### src/rtl/serial_sub_xb.sv
// serial_sub_xb: bit-serial LSB-first subtractor diff = inA - inB - bin with start/busy/done handshake
module serial_sub_xb #(
   parameter int WIDTH = 8
) (
   input  logic             clk,
   input  logic             rst,
   input  logic             start,
   input  logic [WIDTH-1:0] inA,
   input  logic [WIDTH-1:0] inB,
   input  logic             bin,
   output logic             busy,
   output logic             done,
   output logic [WIDTH-1:0] diff,
   output logic             bout,
   output logic             ovf,
   output logic             zero
);
   localparam int CW = $clog2(WIDTH) + 1;
   typedef enum logic {IDLE, RUN} state_t;
   state_t state, state_n;
   logic [CW-1:0] cnt;
   logic [WIDTH-1:0] opa, opb, sh, sh_n;
   logic br, br_n, sa, sb, d, accept, last;
   always_comb begin
      d       = opa[0] ^ opb[0] ^ br;
      br_n    = (~opa[0] & opb[0]) | (~(opa[0] ^ opb[0]) & br);
      sh_n    = {d, sh[WIDTH-1:1]};
      accept  = state == IDLE && start;
      last    = state == RUN && cnt == CW'(WIDTH - 1);
      state_n = accept ? RUN : last ? IDLE : state;
   end
   always_ff @(posedge clk)
      state <= rst ? IDLE : state_n;
   always_ff @(posedge clk) begin
      if (rst) begin
         cnt  <= '0;
         opa  <= '0;
         opb  <= '0;
         sh   <= '0;
         br   <= 1'b0;
         sa   <= 1'b0;
         sb   <= 1'b0;
         done <= 1'b0;
         diff <= '0;
         bout <= 1'b0;
         ovf  <= 1'b0;
         zero <= 1'b0;
      end else begin
         done <= last;
         if (accept) begin
            opa <= inA;
            opb <= inB;
            br  <= bin;
            sa  <= inA[WIDTH-1];
            sb  <= inB[WIDTH-1];
            sh  <= '0;
            cnt <= '0;
         end else if (state == RUN) begin
            opa <= opa >> 1;
            opb <= opb >> 1;
            br  <= br_n;
            sh  <= sh_n;
            cnt <= cnt + 1'b1;
         end
         // overflow judged from the operand signs captured at accept, not the shifted copies
         if (last) begin
            diff <= sh_n;
            bout <= br_n;
            zero <= sh_n == '0;
            ovf  <= (sa ^ sb) & (d ^ sa);
         end
      end
   end
   assign busy = state == RUN;
endmodule

### config.mk
export PLATFORM = sky130hd
export DESIGN_NAME = serial_sub_xb
export DESIGN_NICKNAME = d
export VERILOG_FILES = /design/src/rtl/serial_sub_xb.sv
export SDC_FILE = /design/constraint.sdc
export NUM_CORES = 1
export LEC_CHECK = 0
export CORE_MARGIN = 1.5
export CORE_UTILIZATION = 35
export CTS_CLUSTER_DIAMETER = 100
export DETAILED_ROUTE_END_ITERATION = 8
export GPL_ROUTABILITY_DRIVEN = 1
export PLACE_DENSITY_LB_ADDON = 0.2
export SYNTH_ARGS = -nofsm -noshare
export SYNTH_HDL_FRONTEND = slang
export SYNTH_SLANG_ARGS = --single-unit
### constraint.sdc
create_clock -name clk -period 1.55 [get_ports clk]
set_input_delay 0.155 -clock clk [delete_from_list [all_inputs] [get_ports clk]]
set_output_delay 0.155 -clock clk [all_outputs]
set_load 0.05 [all_outputs]
==> impl_metrics.json <==
{
  "placement.io_buffers": 32,
  "post_route_antenna_net_violation_count": 0,
  "fin_util_pct": 46.9,
  "starting_density_pct": 36.9,
  "timing.final.crit_period_ps": 1500,
  "vias": 1252,
  "vdd_drop_max_mv": 0.413,
  "final.setup.worst_slack_ps": 50.4,
  "stdcell_area_mm2": 0.00226,
  "post-synth-top-area-cell": "dfxtp_1",
  "p_total_w": 0.00216,
  "drt-vias-per-instance": 4.78,
  "ios": 33,
  "htreeDepth": 2,
  "grt_use_total_pct": 12.5,
  "worstHoldPathType": "flip-flop to flip-flop",
  "cts_hold_repair.buffers": 0,
  "slew_margin_rel_pct": 72.2,
  "netlist_area_mm2": 0.00178,
  "synth_cell_types": 31,
  "drv_slew": 0,
  "finalHoldViolCount": 0,
  "global_route.overflow_total": 0,
  "clk_pin_slew_worst_paths_ps": 80,
  "skew_ps": 5.92,
  "timing.final.setup_violations": 0,
  "cts.root.buffer_cell": "clkbuf_8",
  "crit_required_ps": 1730,
  "power.leakage_nw": 0.952,
  "worst-slew-pin-transition_ps": 416,
  "setup.worst_path.class": "flip-flop to flip-flop",
  "power-per-cell-area_mw_per_mm2": 959,
  "grt_first_pass_wirelength_um": 5250,
  "wire_length_reported_by_the_detailed_router_um": 3250,
  "synth.avg_cell_area_um2": 11.2,
  "synth-seq-area-share_pct": 48.5,
  "postSynth.topFlopCell": "dfxtp_1",
  "synth-warning-count": 0,
  "drt_pass1_iterations": 4,
  "antennaDiodeCount": 0,
  "floorplan.die.width_um": 74.2,
  "setup.worst_path.end_class": "flip-flop",
  "avgRoutedWirePerCell_um": 12.4,
  "result_of_the_run": "complete, no violations",
  "synth_top_cell_area_share_pct": 48.5,
  "core_area_mm2": 0.00482,
  "cts-buffers-inserted": 5,
  "unrepaired_setup_endpoints_after_global_routing": "no",
  "grt_start_max_net_pins": 23,
  "tritoncts": "yes",
  "globalplace.congestion": 0.701,
  "post_dp_cell_area_mm2": 0.00216,
  "synthToLayoutAreaGrowth_pct": 27.1,
  "num_rows": 25,
  "clock_sinks": 43,
  "min_period_over_period_pct": 96.8,
  "fp.dieArea_mm2": 0.00551,
  "synthArstFlopShare_pct": 0,
  "synth_seq_cells": 43,
  "final_net_count": 216,
  "detail_route.drc_violations": 0,
  "synth_cells": 158,
  "drive_above_1_share_pct": 26.2,
  "fmax_mhz": 667,
  "cts_post_setup_buffers_inserted": 0,
  "synth_enable_flop_cells": 0,
  "antenna_found_initial": 0,
  "pre_cts_ws_ps": -3.90,
  "netlist_top_cells_area": "dfxtp_1 (48%), mux2i_1 (15%), nor2_1 (5.9%)",
  "timing.max_cap.violations": 0,
  "dp.final_hpwl_um": 2470,
  "floorplan.die.height_um": 74.2,
  "grt_pass1_vias": 1183,
  "post_synthesis_net_count": 180,
  "clock_insertion_delay_at_the_later_pin_of_the_skew_report_ps": 290,
  "critical_path.startpoint_type": "flip-flop",
  "iteration_0_drc_markers": 46,
  "timing.critical_path.fanout_max": 5,
  "cp.arrival_ps": 1680,
  "cts.path.max_buffers": 2,
  "fin_tns_setup_ps": 0
}
## critical path, cell delays in order, from the launching register on
cell and delay, ps:
dfxtp_2 350, fa_2 630, nand2b_1 110, o21ai_0 90, a22o_1 210
## flip-flops by register name (all words and copies together) (netlist names)
| register | count |
|---|---|
| diff | 8 |
| opa | 8 |
| opb | 8 |
| sh | 7 |
| cnt | 4 |
| bout | 1 |
| br | 1 |
| busy | 1 |
| done | 1 |
| ovf | 1 |
| sa | 1 |
| sb | 1 |
| zero | 1 |
## placed cells by master (no fill, tap or decap), drive strengths merged, types with 2 or more instances in the layout
master	count
a211oi	2
a22o	9
buf	21
clkbuf	5
clkdlybuf4s50	19
clkinv	2
dfxtp	43
inv	2
mux2	14
mux2i	26
nor2	28
nor2b	3
nor3	3
nor4	2
xor2	2
## Yosys cell counts, drive strengths merged, types with 2 or more instances
library cell and number:
mux2 14, dfxtp 43, xor2 2, a211oi 2, nor3 3, nor4 2
mux2i 26, a22o 9, buf 10, nor2b 3, inv 2, nor2 28
## report_power, final
part / switching, W / internal [W]
registers: 0.0000243 / 0.00114
clock network: 0.000387 / 0.000322
logic: 0.000121 / 0.000167
## worst paths after layout
path,startpoint,to,slack [ps],cells past startpoint
min reg2reg,bout,bout,460,1
max,opa[0],ovf,50,4
min,bout,bout,460,1
max reg2reg,opa[0],ovf,50,4
## final cells by class
cell class	count	area, µm²
inverter	2	7.51
timing repair buffer	40	373
fill	474	2560
tap	67	83.8
sequential	43	865
clock buffer	5	68.8
clock inverter	3	25.0
multi-input combinational	102	835
## per-layer routing
| layer | vias to the layer above | global-route usage [%] | wire length [µm] |
|---|---|---|---|
| met3 | 2 | 4.47 | 142 |
| met4 | 0 | 5.25 | 27 |
| li1 | 623 | - | - |
| met5 | - | 0 | 0 |
| met1 | 599 | 15.0 | 1530 |
| met2 | 28 | 20.1 | 1550 |
## logic make-up after synthesis
| kind of cell | share of synthesized area [%] |
|---|---|
| AOI/OAI and AO/OA | 6.98 |
| xor gates and xnor gates | 1.48 |
| adders and majority gates | 1.83 |
| buffers and inverters | 4.79 |
| DFF | 48.5 |
| muxes | 24.8 |
| and+or+nand+nor | 11.6 |
## what timing repair did
| action | in CTS | in global routing |
|---|---|---|
| endpoints found under the setup margin | 2 | 1 |
| pin swaps | 0 | 1 |
| gates resized for setup | 2 | 2 |
| endpoints found under the hold margin | 0 | 0 |
## metrics by stage
| step | hold WS [ps] | instances |
|---|---|---|
| 2_1_floorplan | 302 | 158 |
| 4_1_cts | 472 | 262 |
| 5_1_grt | 494 | 262 |
| 6_report | 462 | 262 |
| 3_3_place_gp | 441 | 254 |
| 3_5_place_dp | 453 | 254 |
No activity file was read; power rests on OpenSTA's default activity.
